### src/rtl/i2s_tx_serializer.sv
// I2S (Philips format) transmitter: buffers one stereo pair behind a valid/ready
// handshake and shifts it out MSB-first with locally generated SCK and WS.
module i2s_tx_serializer #(
    parameter int DATA_WIDTH = 16,
    parameter int SLOT_WIDTH = 16,
    parameter int CLK_DIV    = 4
) (
    input  logic                  clk,
    input  logic                  reset,
    input  logic                  enable,
    input  logic                  s_valid,
    output logic                  s_ready,
    input  logic [DATA_WIDTH-1:0] s_left,
    input  logic [DATA_WIDTH-1:0] s_right,
    output logic                  sck,
    output logic                  ws,
    output logic                  sd,
    output logic                  underrun,
    output logic                  busy
);
    localparam int FW  = 2 * SLOT_WIDTH;
    localparam int BW  = $clog2(FW);
    localparam int DCW = (CLK_DIV > 1) ? $clog2(CLK_DIV) : 1;
    localparam int PAD = SLOT_WIDTH - DATA_WIDTH;

    localparam logic [BW-1:0]  B_LAST = BW'(FW - 1);
    localparam logic [BW-1:0]  WS_LO  = BW'(SLOT_WIDTH - 1);
    localparam logic [BW-1:0]  WS_HI  = BW'(FW - 2);
    localparam logic [DCW-1:0] D_LAST = DCW'(CLK_DIV - 1);

    typedef enum logic {IDLE, RUN} state_e;

    state_e                state_q;
    logic                  hold_full_q;
    logic [DATA_WIDTH-1:0] hold_l_q, hold_r_q;
    logic [FW-1:0]         shift_q;
    logic [BW-1:0]         b_q;
    logic [DCW-1:0]        d_q;
    logic                  sck_q, ws_q, sd_q, underrun_q;

    logic [SLOT_WIDTH-1:0] slot_l_d, slot_r_d;
    logic [FW-1:0]         frame_d;
    logic [BW-1:0]         b_inc;
    logic                  tick, fall_evt, wrap, load_go, accept;

    // Handshake: a pair transfers on any clk edge where s_valid && s_ready;
    // s_ready is the registered inverse of hold_full, so it cannot react to
    // a frame load until the cycle after that load.
    always_comb begin
        slot_l_d = SLOT_WIDTH'(hold_l_q) << PAD;
        slot_r_d = SLOT_WIDTH'(hold_r_q) << PAD;
        frame_d  = hold_full_q ? {slot_l_d, slot_r_d} : '0;
        b_inc    = b_q + 1'b1;
        tick     = (d_q == D_LAST);
        fall_evt = (state_q == RUN) && tick && sck_q;
        wrap     = fall_evt && (b_q == B_LAST);
        load_go  = enable && ((state_q == IDLE) || wrap);
        accept   = s_valid && !hold_full_q;
    end

    always_ff @(posedge clk) begin
        if (reset) begin
            state_q     <= IDLE;
            hold_full_q <= 1'b0;
            hold_l_q    <= '0;
            hold_r_q    <= '0;
            shift_q     <= '0;
            b_q         <= '0;
            d_q         <= '0;
            sck_q       <= 1'b0;
            ws_q        <= 1'b0;
            sd_q        <= 1'b0;
            underrun_q  <= 1'b0;
        end else begin
            underrun_q <= 1'b0;
            if (load_go) begin
                shift_q     <= frame_d;
                sd_q        <= frame_d[FW-1];
                ws_q        <= 1'b0;
                b_q         <= '0;
                underrun_q  <= !hold_full_q;
                hold_full_q <= 1'b0;
            end
            // Placed after the load so a pair accepted on an empty-hold load edge survives.
            if (accept) begin
                hold_full_q <= 1'b1;
                hold_l_q    <= s_left;
                hold_r_q    <= s_right;
            end
            case (state_q)
                IDLE: begin
                    if (enable) begin
                        state_q <= RUN;
                        d_q     <= '0;
                        sck_q   <= 1'b0;
                    end
                end
                RUN: begin
                    if (tick) begin
                        d_q   <= '0;
                        sck_q <= !sck_q;
                    end else begin
                        d_q <= d_q + 1'b1;
                    end
                    if (wrap && !enable) begin
                        state_q <= IDLE;
                        sd_q    <= 1'b0;
                        ws_q    <= 1'b0;
                        b_q     <= '0;
                    end else if (fall_evt && !wrap) begin
                        b_q     <= b_inc;
                        shift_q <= shift_q << 1;
                        sd_q    <= shift_q[FW-2];
                        ws_q    <= (b_inc >= WS_LO) && (b_inc <= WS_HI);
                    end
                end
                default: state_q <= IDLE;
            endcase
        end
    end

    assign s_ready  = !hold_full_q;
    assign sck      = sck_q;
    assign ws       = ws_q;
    assign sd       = sd_q;
    assign underrun = underrun_q;
    assign busy     = (state_q == RUN);
endmodule
### config.mk
export PLATFORM = sky130hd
export DESIGN_NAME = i2s_tx_serializer
export DESIGN_NICKNAME = d
export VERILOG_FILES = /design/src/rtl/i2s_tx_serializer.sv
export SDC_FILE = /design/constraint.sdc
export NUM_CORES = 1
export LEC_CHECK = 0
export ABC_AREA = 1
export CORE_MARGIN = 1
export CORE_UTILIZATION = 60
export DETAILED_ROUTE_END_ITERATION = 7
export PLACE_DENSITY = 0.83
export SLEW_MARGIN = 20
export SYNTH_ARGS = -nofsm -noshare
export SYNTH_HDL_FRONTEND = slang
export SYNTH_SLANG_ARGS = --single-unit
### constraint.sdc
create_clock -name clk -period 4.1 [get_ports clk]
set_input_delay 0.41 -clock clk [delete_from_list [all_inputs] [get_ports clk]]
set_output_delay 0.41 -clock clk [all_outputs]
set_load 0.02 [all_outputs]
==> flow_summary.json, run 1 <==
{
  "outcome": "complete, no violations",
  "clock_latency_ns": 0.35,
  "yosys.area.top_type": "dfxtp_1",
  "synth_area_leaders": "dfxtp_1 (42%), nor2_1 (14%), nand2_1 (12%)",
  "routedWlPerCell_um": 11.9,
  "async_flop_share": 0,
  "cp_cell_sequence": "ha_1 -> nand2_1 -> nor2_1 -> ha_1 -> nand2_2 -> nand2_2 -> nand2_1 -> buf_4 -> nand2_1 -> nand3_1 -> nand2_1 -> inv_1",
  "p_leak_nw": 2.05,
  "setup_viol": 0,
  "drc_errors": 0,
  "fin_ws_ns": 1.26,
  "yosysWarnings": 0,
  "synth-edff-count": 0,
  "stdcell_count": 638,
  "r2r_start": "b_q[0]",
  "synthToLayoutAreaGrowth_pct": 16.0,
  "drt-pass1-iter-count": 4,
  "cts_hold_buf": 0,
  "grt_overflow_total": 0,
  "hold_class": "reg2reg",
  "vias_per_cell": 5.17,
  "die_h_um": 79.6,
  "synth_nets": 580,
  "seq_area_frac_synth": 0.421,
  "critPathRequiredTime_ns": 4.35,
  "htreeDepth": 3,
  "dpl.hpwl_mm": 4.80,
  "crit_top_cell": "nand2_1",
  "cp_data_arrival_time_ns": 3.09,
  "rsz0062_at_grt": "no",
  "syn_area_mm2": 0.00361,
  "antenna_cells": 0,
  "die_w_um": 79.6,
  "crit_start": "b_q[0]",
  "finalSetupTns_ns": 0,
  "cts_num_sinks": 76,
  "fin_crit_ns": 2.84,
  "endpoint": "shift_q[15]",
  "cpPeakStageDelay_ns": 0.50,
  "worstSetupPathType": "reg2reg",
  "synth-seq-cells": 76,
  "synth_top_area_frac": 0.421,
  "drv_cap": 0,
  "path_buf_inv": 2,
  "dpl_worst_slack_ns": 1.30,
  "vdd_drop_max_uv": 293,
  "ios": 42,
  "clk_path_buf_depth": 2,
  "grt_pass1_vias": 3036,
  "vias": 3297,
  "worstSetupStartpointType": "register",
  "cts_resized": 0,
  "cp_num_cells": 12,
  "clockRootBuffer": "clkbuf_8",
  "end_kind": "register",
  "synthCells": 539,
  "crit_family": "simple AND/OR/NAND/NOR gates",
  "totalWireLength_mm": 7.62,
  "placed_cells": 622,
  "clk_pin_slew_ns": 0.08,
  "synthDistinctLibCells": 22,
  "portBuffers": 41,
  "ant_nets": 0,
  "rrSetupSlack_ns": 1.26,
  "cts_tree": "built",
  "die_area_mm2": 0.00634,
  "worst_path_max_delay_cell": "nand2_2",
  "relSlewSlack": 0.309,
  "dominantRegCellSynth": "dfxtp_1",
  "cts_made_buffers": 9,
  "post_cts_buffers": 0,
  "power.density_mw_per_mm2": 378,
  "timing.fmax_mhz": 352,
  "drtIter0Drc": 223,
  "coreArea_mm2": 0.00564,
  "grt_max_degree": 69,
  "grt_pass1_wl_mm": 13.1,
  "fp-row-count": 27,
  "start_util": 0.640,
  "crit_fanout": 33,
  "finClkSkew_ns": 0.00690,
  "avgSynthCellArea_um2": 6.70,
  "r2r_cells": 12,
  "finalHoldViolations": 0,
  "tightest_slew_ns": 1.04,
  "drive_above_1_share": 0.0512,
  "grt_usage": 0.264,
  "grt_antenna_before_repair": 0,
  "place_congestion": 0.836,
  "slew_viol_final": 0,
  "r2r_end": "shift_q[15]",
  "finalCritPeriodShare": 0.692,
  "fin_nets": 602
}
[tightest hold or removal path, stage by stage, from the launching register on]
cell and delay, ns:
dfxtp_1 0.32, nand2_1 0.06, a21oi_1 0.05
[area by class of cell]
| type | count | area, um2 |
|---|---|---|
| timing repair buffer | 46 | 448 |
| fill | 449 | 1450 |
| clock inverter | 5 | 75.1 |
| sequential | 76 | 1520 |
| multi-input combinational | 380 | 1730 |
| clock buffer | 11 | 141 |
| inverter | 48 | 180 |
| tap | 72 | 90.1 |
[metrics by stage]
step | hold slack (ns) | total power, W | instance area, um2 | utilization
detailed placement | 0.465 | 0.000976 | 3970 | 0.704
global placement | 0.443 | 0.000969 | 3970 | 0.704
finish | 0.475 | 0.00158 | 4190 | 0.743
global route | 0.508 | 0.00166 | 4190 | 0.743
floorplan | 0.433 | 0.000913 | 3610 | -
CTS | 0.477 | 0.00159 | 4190 | 0.743
[synthesized netlist by cell type, types with 5 or more instances]
master	instances
nand2_1	113
a21oi_1	11
buf_6	5
ha_1	5
dfxtp_1	76
nand3b_1	31
buf_2	7
clkbuf_1	22
o21ai_0	35
nor2_1	137
nand3_1	36
inv_1	45
[flip-flops by register name (all words and copies together) (netlist names)]
| signal | cells |
|---|---|
| shift_q | 31 |
| hold_l_q | 16 |
| hold_r_q | 16 |
| b_q | 5 |
| d_q | 2 |
| busy | 1 |
| hold_full_q | 1 |
| sck | 1 |
| sd | 1 |
| underrun | 1 |
| ws | 1 |
[cells in the final DEF (no fill, tap or decap), types with 2 or more instances in the layout]
cell             Yosys  routed
nor2_1             137     137
nand2_1            113     113
dfxtp_1             76      76
inv_1               45      45
clkdlybuf4s50_1      0      41
nand3_1             36      36
o21ai_0             35      35
nand3b_1            31      31
a21oi_1             11      11
clkbuf_8             0      10
ha_1                 5       5
buf_4                0       5
inv_2                3       3
nand2_2              3       3
o21ai_1              3       3
clkinv_2             0       3
bufinv_16            0       2
[cell families after synthesis]
family / synth area share
compound gates: 0.0699
flops: 0.421
fa+ha+maj: 0.0173
simple gates: 0.393
buf+inv: 0.0990
[where the power goes]
part           switching, W  internal [W]
clock network      0.000269      0.000357
logic             0.0000951     0.0000730
registers         0.0000181      0.000772
[how the worst min path moves through the flow]
stage / startpoint / endpoint / slack (ns) / cells past startpoint
floorplan: d_q[0] / d_q[0] / 0.43 / 1
global placement: d_q[0] / d_q[0] / 0.44 / 1
detailed placement: d_q[1] / d_q[1] / 0.46 / 2
CTS: d_q[1] / d_q[1] / 0.48 / 2
global route: d_q[1] / d_q[1] / 0.51 / 2
finish: d_q[1] / d_q[1] / 0.47 / 2
[layer usage]
| metal | vias to the layer above | GRT usage | wire, um |
|---|---|---|---|
| li1 | 1712 | - | - |
| met4 | 0 | 0.133 | 142 |
| met2 | 63 | 0.456 | 3750 |
| met3 | 16 | 0.0389 | 266 |
| met5 | - | 0 | 0 |
| met1 | 1506 | 0.318 | 3470 |
Power figures use the tool's default switching activity.
==> run 2: changes to the inputs <==
--- a/config.mk
+++ b/config.mk
@@ -7,9 +7,9 @@
 export LEC_CHECK = 0
 export ABC_AREA = 1
 export CORE_MARGIN = 1
-export CORE_UTILIZATION = 60
+export CORE_UTILIZATION = 56
 export DETAILED_ROUTE_END_ITERATION = 7
-export PLACE_DENSITY = 0.83
+export PLACE_DENSITY = 0.78
 export SLEW_MARGIN = 20
 export SYNTH_ARGS = -nofsm -noshare
 export SYNTH_HDL_FRONTEND = slang
==> constraint.sdc (replaced) <==
create_clock -name clk -period 3 [get_ports clk]
set_input_delay 0.3 -clock clk [delete_from_list [all_inputs] [get_ports clk]]
set_output_delay 0.3 -clock clk [all_outputs]
set_load 0.02 [all_outputs]
==> flow_summary.json, run 2 (synthesis results as in run 1) <==
{
  "start_util": 0.596,
  "finalCritPeriodShare": 0.693,
  "grt_usage": 0.242,
  "finalSetupTns_ns": 0,
  "vias": 3294,
  "clockRootBuffer": "clkbuf_8",
  "end_kind": "register",
  "layout_common_cells": "nor2_1 (137), nand2_1 (113), dfxtp_1 (76), inv_1 (45), clkdlybuf4s50_1 (41)",
  "clock_latency_ns": 0.34,
  "cp_data_arrival_time_ns": 2.32,
  "timing.fmax_mhz": 481,
  "coreArea_mm2": 0.00606,
  "vdd_drop_max_uv": 296,
  "regMostFlops": "shift_q",
  "power.density_mw_per_mm2": 479,
  "outcome": "complete, no violations",
  "worstSetupPathType": "reg2reg",
  "rsz0062_at_grt": "no",
  "critPathRequiredTime_ns": 3.24,
  "htreeDepth": 3,
  "rrSetupSlack_ns": 0.92,
  "hold_class": "reg2reg",
  "grt_max_degree": 69,
  "cts_tree": "built",
  "r2r_start": "b_q[1]",
  "totalWireLength_mm": 7.38,
  "fin_crit_ns": 2.08,
  "crit_fanout": 6,
  "grt_antenna_before_repair": 0,
  "fin_nets": 605,
  "drtIter0Drc": 187,
  "synthToLayoutAreaGrowth_pct": 15.7,
  "post_cts_buffers": 0,
  "grt_pass1_wl_mm": 12.5,
  "ios": 42,
  "die_h_um": 82.3,
  "cts_made_buffers": 9,
  "die_area_mm2": 0.00678,
  "antenna_cells": 0,
  "routedWlPerCell_um": 11.5,
  "holdPathEnd": "shift_q[0]",
  "cts_hold_buf": 0,
  "drt-pass1-iter-count": 5,
  "r2r_cells": 9,
  "vias_per_cell": 5.12,
  "dpl.hpwl_mm": 4.54,
  "fp-row-count": 28,
  "tightest_slew_ns": 0.967,
  "cts_resized": 0,
  "hp-start": "shift_q[0]",
  "r2r_end": "b_q[4]",
  "clk_path_buf_depth": 2,
  "relSlewSlack": 0.354,
  "holdWs_ns": 0.465,
  "worstSetupStartpointType": "register",
  "grt_pass1_vias": 2943,
  "drive_above_1_share": 0.0528,
  "largest_reg_flops": 31,
  "setup_viol": 0,
  "drv_cap": 0,
  "drc_errors": 0,
  "finalHoldViolations": 0,
  "slew_viol_final": 0,
  "die_w_um": 82.3,
  "total_power_w": 0.00200,
  "grt_overflow_total": 0,
  "p_leak_nw": 2.05,
  "min_path_cells": 2,
  "final_common_cell": "nor2_1",
  "place_congestion": 0.758,
  "finClkSkew_ns": 0.00830,
  "ant_nets": 0,
  "reg_top3": "shift_q: 31 flops, hold_l_q: 16 flops, hold_r_q: 16 flops",
  "clk_pin_slew_ns": 0.07,
  "portBuffers": 41,
  "cts_num_sinks": 76
}
-- run 2: changes by cell type in the layout (fill, tap and decap cells not counted) --
cell       previous run  this run
buf_4                 5         7
bufinv_16             2         0
buf_12                0         1
clkbuf_1              1         2
clkbuf_8             10        11
clkinv_2              3         2
-- run 2: per-stage QoR --
| step | instances | cell area [um2] | util | setup WS (ns) |
|---|---|---|---|---|
| floorplan | 539 | 3610 | - | 1.18 |
| global placement | 628 | 4010 | 0.662 | 0.963 |
| detailed placement | 628 | 4010 | 0.662 | 0.904 |
| CTS | 643 | 4180 | 0.690 | 0.919 |
| global route | 643 | 4180 | 0.690 | 0.693 |
| finish | 643 | 4180 | 0.690 | 0.921 |
-- run 2: how the worst max path moves through the flow --
stage            start            to  slack (ns)
2_1_floorplan   b_q[0]   shift_q[25]        1.18
3_3_place_gp   s_valid  hold_r_q[11]        0.96
3_5_place_dp   s_valid   hold_r_q[8]        0.90
4_1_cts         b_q[1]        b_q[4]        0.92
5_1_grt         b_q[1]   shift_q[22]        0.69
6_report        b_q[1]        b_q[4]        0.92
-- run 2: area by class of cell --
type	count	area (um2)
clock buffers	13	159
clock inverters	2	10.0
fillers	539	1880
inverters	48	180
well taps	75	93.8
flip-flops and latches	76	1520
repair buffers	49	483
multi-input cells	380	1730
-- run 2: power by group --
group / total, W / internal [W] / leakage (nW) / switching (W)
Clock: 0.000691 / 0.000339 / 0.0893 / 0.000351
Combinational: 0.000231 / 0.000102 / 1.33 / 0.000129
Sequential: 0.00108 / 0.00106 / 0.621 / 0.0000248
Total: 0.00200 / 0.00150 / 2.05 / 0.000505
-- run 2: worst max-delay path, cell delays in order (launching register included) --
cell     delay, ns
dfxtp_1       0.43
ha_1          0.22
nand2_1       0.09
nor2_1        0.11
ha_1          0.30
nand2_2       0.11
o21ai_1       0.38
inv_1         0.17
o21ai_1       0.12
nor2_1        0.05
-- run 2: metal layers --
metal | wire length [um] | track usage | share of wire
met5 | 0 | 0 | 0
met4 | 138 | 0.109 | 0.019
met3 | 310 | 0.0385 | 0.042
met2 | 3550 | 0.440 | 0.48
met1 | 3380 | 0.277 | 0.46
==> run 3: changes to the inputs <==
==> constraint.sdc (replaced) <==
create_clock -name clk -period 2 [get_ports clk]
set_input_delay 0.2 -clock clk [delete_from_list [all_inputs] [get_ports clk]]
set_output_delay 0.2 -clock clk [all_outputs]
set_load 0.02 [all_outputs]
==> flow_summary.json, run 3 (synthesis results as in run 1) <==
{
  "coreArea_mm2": 0.00606,
  "clock_latency_ns": 0.35,
  "antenna_cells": 0,
  "clockRootBuffer": "clkbuf_8",
  "drtIter0Drc": 159,
  "place_congestion": 0.806,
  "grt_overflow_total": 0,
  "clk_pin_slew_ns": 0.08,
  "worstSetupStartpointType": "register",
  "die_area_mm2": 0.00678,
  "crit_fanout": 39,
  "rsz0062_at_grt": "no",
  "tightest_slew_ns": 0.382,
  "cts_made_buffers": 9,
  "finalCritPeriodShare": 0.909,
  "cts_tree": "built",
  "timing.fmax_mhz": 550,
  "grt_pass1_vias": 2934,
  "power.density_mw_per_mm2": 760,
  "end_kind": "register",
  "vdd_drop_max_uv": 625,
  "grt_usage": 0.240,
  "reg_top3": "shift_q: 31 flops, hold_l_q: 16 flops, hold_r_q: 16 flops",
  "die_h_um": 82.3,
  "htreeDepth": 3,
  "layout_common_cells": "nor2_1 (136), nand2_1 (113), dfxtp_1 (76), inv_1 (45), clkdlybuf4s50_1 (41)",
  "synthToLayoutAreaGrowth_pct": 19.9,
  "totalWireLength_mm": 7.53,
  "vias": 3303,
  "slew_viol_final": 0,
  "portBuffers": 41,
  "fin_nets": 614,
  "outcome": "complete, no violations",
  "cts_num_sinks": 76,
  "clk_path_buf_depth": 2,
  "grt_antenna_before_repair": 0,
  "cts_hold_buf": 0,
  "final_common_cell": "nor2_1",
  "start_util": 0.596,
  "fin_crit_ns": 1.82,
  "setup_viol": 0,
  "largest_reg_flops": 31,
  "finalSetupTns_ns": 0,
  "stdcell_count": 653,
  "dpl.hpwl_mm": 4.97,
  "cp_data_arrival_time_ns": 2.08,
  "relSlewSlack": 0.746,
  "placed_cells": 637,
  "grt_pass1_wl_mm": 12.4,
  "regMostFlops": "shift_q",
  "critPathRequiredTime_ns": 2.26,
  "drive_above_1_share": 0.0761,
  "grt_max_degree": 44,
  "ios": 42,
  "drt-pass1-iter-count": 4,
  "p_leak_nw": 2.11,
  "worstSetupPathType": "reg2reg",
  "die_w_um": 82.3,
  "fp-row-count": 28,
  "finClkSkew_ns": 0.00741,
  "ant_nets": 0,
  "vias_per_cell": 5.06,
  "routedWlPerCell_um": 11.5,
  "finalHoldViolations": 0,
  "drc_errors": 0,
  "drv_cap": 0,
  "hold_class": "in2reg"
}
-- run 3: cell type report --
class | instances | area (um2)
timing repair buffer | 58 | 576
clock buffer | 9 | 124
inverter | 48 | 180
multi-input combinational | 380 | 1740
clock inverter | 7 | 100
sequential | 76 | 1520
fill | 523 | 1730
tap | 75 | 93.8
-- run 3: final timing paths --
| kind | start | to | slack (ns) | cells past startpoint |
|---|---|---|---|---|
| worst max-delay path | b_q[0] | shift_q[13] | 0.18 | 12 |
| worst min-delay path | s_right[14] | hold_r_q[14] | 0.46 | 3 |
| worst max register to register | b_q[0] | shift_q[13] | 0.18 | 12 |
| worst min register to register | shift_q[0] | shift_q[0] | 0.47 | 2 |
-- run 3: critical path, stage by stage (launching register included) --
cell and delay, ns:
dfxtp_1 0.34, ha_1 0.17, nand2_1 0.11, nor2_2 0.10
ha_2 0.25, nand2_2 0.10, nand2_2 0.09, nand2_1 0.09
buf_12 0.19, nand2_1 0.09, nand3_1 0.08, nand2_1 0.07
inv_1 0.04
-- run 3: per-stage QoR --
stage	power, W	setup WS [ns]	util	hold slack (ns)	instance area [um2]
final	0.00330	0.181	0.715	0.462	4330
after CTS	0.00332	0.132	0.714	0.449	4330
after global routing	0.00344	0.0416	0.715	0.474	4330
after floorplan	0.00187	0.175	-	0.366	3610
after detailed placement	0.00202	0.174	0.677	0.457	4110
after global placement	0.00201	0.243	0.677	0.445	4110
-- run 3: layer usage --
layer	routed length, um	GRT usage	share of wire	vias to the layer above
met1	3560	0.280	0.47	1492
met4	151	0.116	0.020	0
met2	3580	0.424	0.48	61
met5	0	0	0	-
met3	240	0.0418	0.032	14
li1	-	-	-	1736
-- run 3: power breakdown --
| group | total (W) | internal, W | leakage, nW | switching (W) |
|---|---|---|---|---|
| clock network | 0.00131 | 0.000708 | 0.102 | 0.000604 |
| logic | 0.000365 | 0.000166 | 1.39 | 0.000199 |
| registers | 0.00162 | 0.00158 | 0.621 | 0.0000349 |
| total | 0.00330 | 0.00246 | 2.11 | 0.000839 |
-- run 3: repair_timing --
action / 4_1_cts / 5_1_grt
setup endpoints to repair: 0 / 35
hold endpoints to repair: 0 / 0
resized for setup: 0 / 2
buffers inserted: 0 / 0
